## config.mk

```make
export PLATFORM = sky130hd
export DESIGN_NAME = pc_sequencer
export DESIGN_NICKNAME = d
export VERILOG_FILES = /design/src/rtl/pc_sequencer.sv
export SDC_FILE = /design/constraint.sdc
export NUM_CORES = 1
export LEC_CHECK = 0
export CAP_MARGIN = 40
export CELL_PAD_IN_SITES_DETAIL_PLACEMENT = 2
export CELL_PAD_IN_SITES_GLOBAL_PLACEMENT = 2
export CORE_MARGIN = 4
export CORE_UTILIZATION = 29
export CTS_BUF_LIST = sky130_fd_sc_hd__clkbuf_4 sky130_fd_sc_hd__clkbuf_8 sky130_fd_sc_hd__clkbuf_16
export DETAILED_ROUTE_END_ITERATION = 8
export GPL_TIMING_DRIVEN = 0
export PLACE_DENSITY_LB_ADDON = 0.1
export RECOVER_POWER = 25
export SLEW_MARGIN = 20
export SYNTH_ARGS = -nofsm -noshare
export SYNTH_HDL_FRONTEND = slang
export SYNTH_SLANG_ARGS = --single-unit
```

## constraint.sdc

```tcl
create_clock -name clk -period 7.7 [get_ports clk]
set_input_delay 1.925 -clock clk [delete_from_list [all_inputs] [get_ports clk]]
set_output_delay 1.925 -clock clk [all_outputs]
set_load 0.05 [all_outputs]
```

## src/rtl/pc_sequencer.sv

```systemverilog
// Fetch PC owner for the 5-stage MIPS32 pipeline: sequential fetch, branch/jump
// redirects with optional delay slot, exception redirects, and a one-deep redirect buffer.
module pc_sequencer #(
   parameter logic [31:0] RESET_PC   = 32'h0000_3000,
   parameter int unsigned DELAY_SLOT = 1,
   parameter int unsigned CNT_W      = 16
) (
   input  logic             clk,
   input  logic             rst,
   input  logic             stall_id,
   input  logic             imem_ready,
   input  logic             redirect_valid,
   input  logic [31:0]      redirect_pc,
   input  logic             exc_valid,
   input  logic [31:0]      exc_pc,
   output logic [31:0]      pc,
   output logic [31:0]      pc_4,
   output logic             fetch_valid,
   output logic             flush_if,
   output logic             redirect_pending,
   output logic             redirect_overrun,
   output logic             pc_misaligned,
   output logic [CNT_W-1:0] redirect_cnt
);

   localparam bit HAS_DS = (DELAY_SLOT != 0);

   typedef enum logic {ST_RUN, ST_PEND} state_t;

   state_t           r_state, w_state_nxt;
   logic [31:0]      r_pc, w_pc_nxt;
   logic [31:0]      r_pend_pc, w_pend_nxt;
   logic             r_fetch_valid;
   logic             r_overrun;
   logic [CNT_W-1:0] r_cnt;
   logic             w_adv;
   logic             w_load_redirect;
   logic             w_overrun_set;

   assign w_adv = r_fetch_valid & imem_ready & ~stall_id;

   always_ff @(posedge clk or posedge rst) begin
      if (rst) begin
         r_state       <= ST_RUN;
         r_pc          <= RESET_PC;
         r_pend_pc     <= '0;
         r_fetch_valid <= 1'b0;
         r_overrun     <= 1'b0;
         r_cnt         <= '0;
      end else begin
         r_state       <= w_state_nxt;
         r_pc          <= w_pc_nxt;
         r_pend_pc     <= w_pend_nxt;
         r_fetch_valid <= 1'b1;
         if (w_overrun_set)
            r_overrun <= 1'b1;
         if (w_load_redirect && (r_cnt != '1))
            r_cnt <= r_cnt + 1'b1;
      end
   end

   // Priority: exception > redirect (buffered or new) > sequential advance.
   always_comb begin
      w_state_nxt     = r_state;
      w_pc_nxt        = r_pc;
      w_pend_nxt      = r_pend_pc;
      w_load_redirect = 1'b0;
      w_overrun_set   = 1'b0;
      if (exc_valid) begin
         w_pc_nxt    = exc_pc;
         w_state_nxt = ST_RUN;
         w_pend_nxt  = '0;
      end else if (r_state == ST_PEND) begin
         w_overrun_set = redirect_valid;
         if (w_adv) begin
            w_pc_nxt        = r_pend_pc;
            w_state_nxt     = ST_RUN;
            w_load_redirect = 1'b1;
         end
      end else if (redirect_valid) begin
         if (!HAS_DS || w_adv) begin
            w_pc_nxt        = redirect_pc;
            w_load_redirect = 1'b1;
         end else begin
            w_pend_nxt  = redirect_pc;
            w_state_nxt = ST_PEND;
         end
      end else if (w_adv) begin
         w_pc_nxt = r_pc + 32'd4;
      end
   end

   always_comb begin
      pc               = r_pc;
      pc_4             = r_pc + 32'd4;
      fetch_valid      = r_fetch_valid;
      redirect_pending = (r_state == ST_PEND);
      redirect_overrun = r_overrun;
      pc_misaligned    = |r_pc[1:0];
      redirect_cnt     = r_cnt;
      // Without a delay slot the instruction already fetched after the branch must die.
      flush_if         = ~rst & (exc_valid |
                         (!HAS_DS & redirect_valid & (r_state == ST_RUN)));
   end

endmodule

```

After elaboration in Yosys (flattened, before gate mapping)
Cells that the tools add are included.

Register bits after elaboration: 83. Input port bits: 70. Output and inout port bits: 85. Logic and storage cells: 41.

Add/subtract/negate cells: 2. Eq/ne operators: 3. Muxes and demuxes: 20. Bitwise gates (word level): 5. Reductions and logical operators: 5.

Operators by type and width (count): 32-bit two-way mux (10); 32-bit by 3-bit adder with 32-bit output, second input constant (1); 16-bit by 1-bit adder with 16-bit output, second input constant (1); 16-bit != test, second input constant (1); 1-bit two-way mux (10); 2-bit != test, second input constant (2); 2-bit nonzero test (2); 1-bit AND (3); 3-bit AND reduction (1); 1-bit inverter (2); 2-bit OR reduction (1); 1-bit logical AND (1).

Longest topological paths before layout
Word-level depth: 7. Mapped depth: 7. Depth with buffers taken out: 6.

Worst setup path after synthesis
No wires, ideal clock.

Path type: input -> output. From: in exc_valid. To: out flush_if. Data arrival time: 3.062 ns. Slack: 2.713 ns. Cell stages on the path: 4. Path buffers: 2. Cell sequence: clkbuf_1 > inv_1 > clkbuf_1 > nor2_1.

Longest elaborated chain between the ends: 1.

RTL lines: from (decl) (RTL line 14) `input logic exc_valid,`; 1-bit AND (RTL line 102) `flush_if = ~rst & (exc_valid |`; to (decl) (RTL line 19) `output logic flush_if,`.

No other way between the ends.

Worst setup path in the final report
Ends and elaborated chain as after synthesis.

==> impl_metrics.yaml <==
outcome:
  outcome: "complete, but fails checks"
  violations: "max-capacitance violations, max-slew violations"
sta:
  grt_setup_unrepaired: "false"
  fin_setup_tns_ns: 0
  tightestPinTransition_ns: 2.44
  setup_violations: 0
  whs_ns: 0.478
  max_freq_mhz: 176
  final_max_slew_viol_count: 86
  relSlewSlack_pct: -63.0
  skew_ns: 0.0128
  setup_ws_ns: 2.02
  min_period_ns: 5.68
  final_hold_viol_count: 0
  fin_crit_sh_pct: 73.7
pwr:
  intPower_w: 0.000918
  power.density_mw_per_mm2: 213
  power_frac_comb_pct: 34.2
  pwr-share-clk_pct: 30.5
  p_switching_w: 0.000577
  swShare_pct: 38.6
  sequentialPowerShare_pct: 35.3
  ir_drop_mv: 0.106
  cellLeakagePower_nw: 2.72
logic_synthesis:
  synth.avg_cell_area_um2: 8.53
  yosys-top-cells-area: "dfrtp_1 (41%), nand2_1 (8.0%), a21oi_1 (6.0%)"
  synth_cell_types: 67
  yosysMostFrequentCell: "nand2_1"
  syn_area_mm2: 0.00490
  ys.warnings.count: 0
  synth-main-ff-cell: "dfrtp_1"
  syn_nets: 646
  yosys.area.top_type: "dfrtp_1"
  synth_seq_cells: 83
  synthArstFlopShare_pct: 100
  ys_seq_area_share_pct: 42.5
  postSynthCellCount: 574
  ys_top_cells_by_count: "nand2_1 (105), dfrtp_1 (81), a21oi_1 (59)"
  synth_edf_count: 0
  synth_top_area_share_pct: 41.4
global_route:
  first_global_vias: 5913
  grt_max_degree: 44
  grt_use_total_pct: 23.8
  grt_pass1_wl_um: 34100
  antenna_found_initial: 0
  gr-total-overflow: 0
clock_network:
  cts-buffers-inserted: 9
  hold_buffers: 0
  cts_sinks: 83
  worstSkewPairLatency_ns: 0.35
  path_clk_slew_ns: 0.06
  clockBufferDepth: 2
  postCtsResizedCells: 0
  cts_setup_buffers: 0
  cts-root-buf: "clkbuf_16"
  cts.htree.levels: 3
  tritoncts: "yes"
final_layout:
  syn_to_final_growth_pct: 43.3
  fillCellCount: 1854
  seqCellArea_mm2: 0.00208
  nNetsFinal: 812
  multi_input_area_mm2: 0.00259
  antenna-diode-count: 0
  layout-drive-gt1-share_pct: 5.51
critical_path:
  path_class: "primary input to output port"
  crit_start: "exc_valid"
  cp_data_arrival_time_ns: 3.75
  r2r_slack_ns: 5.06
  r2r_start: "pc[2]"
  r2r-end: "pc[30]"
  start_kind: "primary input"
  crit_end: "flush_if"
  r2r_cells: 7
  cp-end-kind: "output port"
  path_max_fanout: 10
  critPathRequiredTime_ns: 5.78
floorplan:
  core_area_mm2: 0.0166
  ios: 155
  start_util_pct: 29.5
  die_w_um: 138
  fp-row-count: 47
  dieHeight_um: 138
  dieArea_mm2: 0.0190
hold_path:
  hp-class: "register to register"
drt:
  vias: 5294
  drtPass1Iterations: 5
  wl_per_cell_um: 23.1
  viasPerCell: 5.49
  drt_wl_total_um: 22300
  drt_iter0_markers: 211
  drc: 0
  postRouteAntennaNets: 0
job:
  maxCapViolations: 2
placement:
  gp_congestion: 0.857
  dp_hpwl_um: 16700
  pre_cts_ws_ns: 2.01
  io_buffers: 153
[stage by stage]
| step | power (W) | cell area, um2 | utilization, % | instances |
|---|---|---|---|---|
| 2_1_floorplan | 0.000832 | 4900 | - | 574 |
| 3_3_place_gp | 0.00103 | 6700 | 40.4 | 947 |
| 3_5_place_dp | 0.00105 | 6740 | 40.6 | 948 |
| 4_1_cts | 0.00151 | 7040 | 42.4 | 963 |
| 5_1_grt | 0.00156 | 7020 | 42.3 | 964 |
| 6_report | 0.00149 | 7020 | 42.3 | 964 |
[cell type report]
cell class / instances / share of cell area (%)
multi-input combinational: 436 / 36.9
tap: 220 / 3.92
clock buffer: 11 / 3.60
clock inverter: 4 / 0.713
sequential: 83 / 29.6
inverter: 11 / 0.606
timing repair buffer: 155 / 22.0
buffer: 44 / 2.64
[power by group through the flow]
stage               logic, W  registers, W  clock network (W)
detailed placement  0.000514      0.000535                  0
global placement    0.000501      0.000531                  0
global route        0.000542      0.000534           0.000483
floorplan           0.000215      0.000617                  0
finish              0.000511      0.000528           0.000456
CTS                 0.000517      0.000527           0.000466
[sequential cells by signal, indices dropped and copies added (netlist names)]
signal / count
fetch_valid: 1
redirect_cnt: 16
r_pend_pc: 32
pc: 32
redirect_pending: 1
redirect_overrun: 1
[worst min path at each step]
| stage | cells past startpoint | endpoint | start |
|---|---|---|---|
| after floorplan | 2 | r_pend_pc[7] | r_pend_pc[7] |
| after global placement | 1 | redirect_overrun | redirect_overrun |
| after detailed placement | 1 | redirect_overrun | redirect_overrun |
| after CTS | 1 | redirect_overrun | redirect_overrun |
| after global routing | 1 | redirect_overrun | redirect_overrun |
| final | 1 | redirect_overrun | redirect_overrun |
[cell usage in the layout, fill, tap and decap left out, types with 4 or more instances in the layout]
cell type          n
xor2_1            11
buf_1              6
a221oi_1          13
clkbuf_1          32
a31oi_1            4
o21ai_0           30
a221o_1            6
or2_2              4
nor3_1            16
nor4_1             8
mux2i_1            9
nand3_1           16
dfrtp_1           81
a21oi_1           59
clkdlybuf4s50_1  152
inv_1             10
and4_1             4
or3_1              5
xnor2_1           27
and3_1             6
clkbuf_16          9
nand4_1           15
nand2_1          105
nor2_1            32
[critical path, stage by stage]
cell	delay, ns
clkbuf_1	0.23
inv_1	0.21
clkbuf_1	0.34
nor2_1	0.20
clkdlybuf4s50_1	0.83
[logic make-up after synthesis]
| group | Yosys count | share of synthesized area, % |
|---|---|---|
| xor gates and xnor gates | 38 | 6.80 |
| other | 1 | 0.0766 |
| buffers and inverters | 55 | 4.62 |
| muxes | 10 | 2.07 |
| DFF | 83 | 42.5 |
| AOI/OAI and AO/OA | 151 | 20.0 |
| adders and majority gates | 2 | 0.511 |
| and+or+nand+nor | 234 | 23.4 |
[per-layer routing]
layer | wire [um] | vias up | GRT usage [%]
met5 | 0 | - | 0
met4 | 340 | 0 | 7.14
met3 | 806 | 25 | 3.45
met2 | 11600 | 126 | 42.7
met1 | 9530 | 2749 | 29.4
li1 | - | 2394 | -
Note: power is estimated with default switching activity, not from simulation.
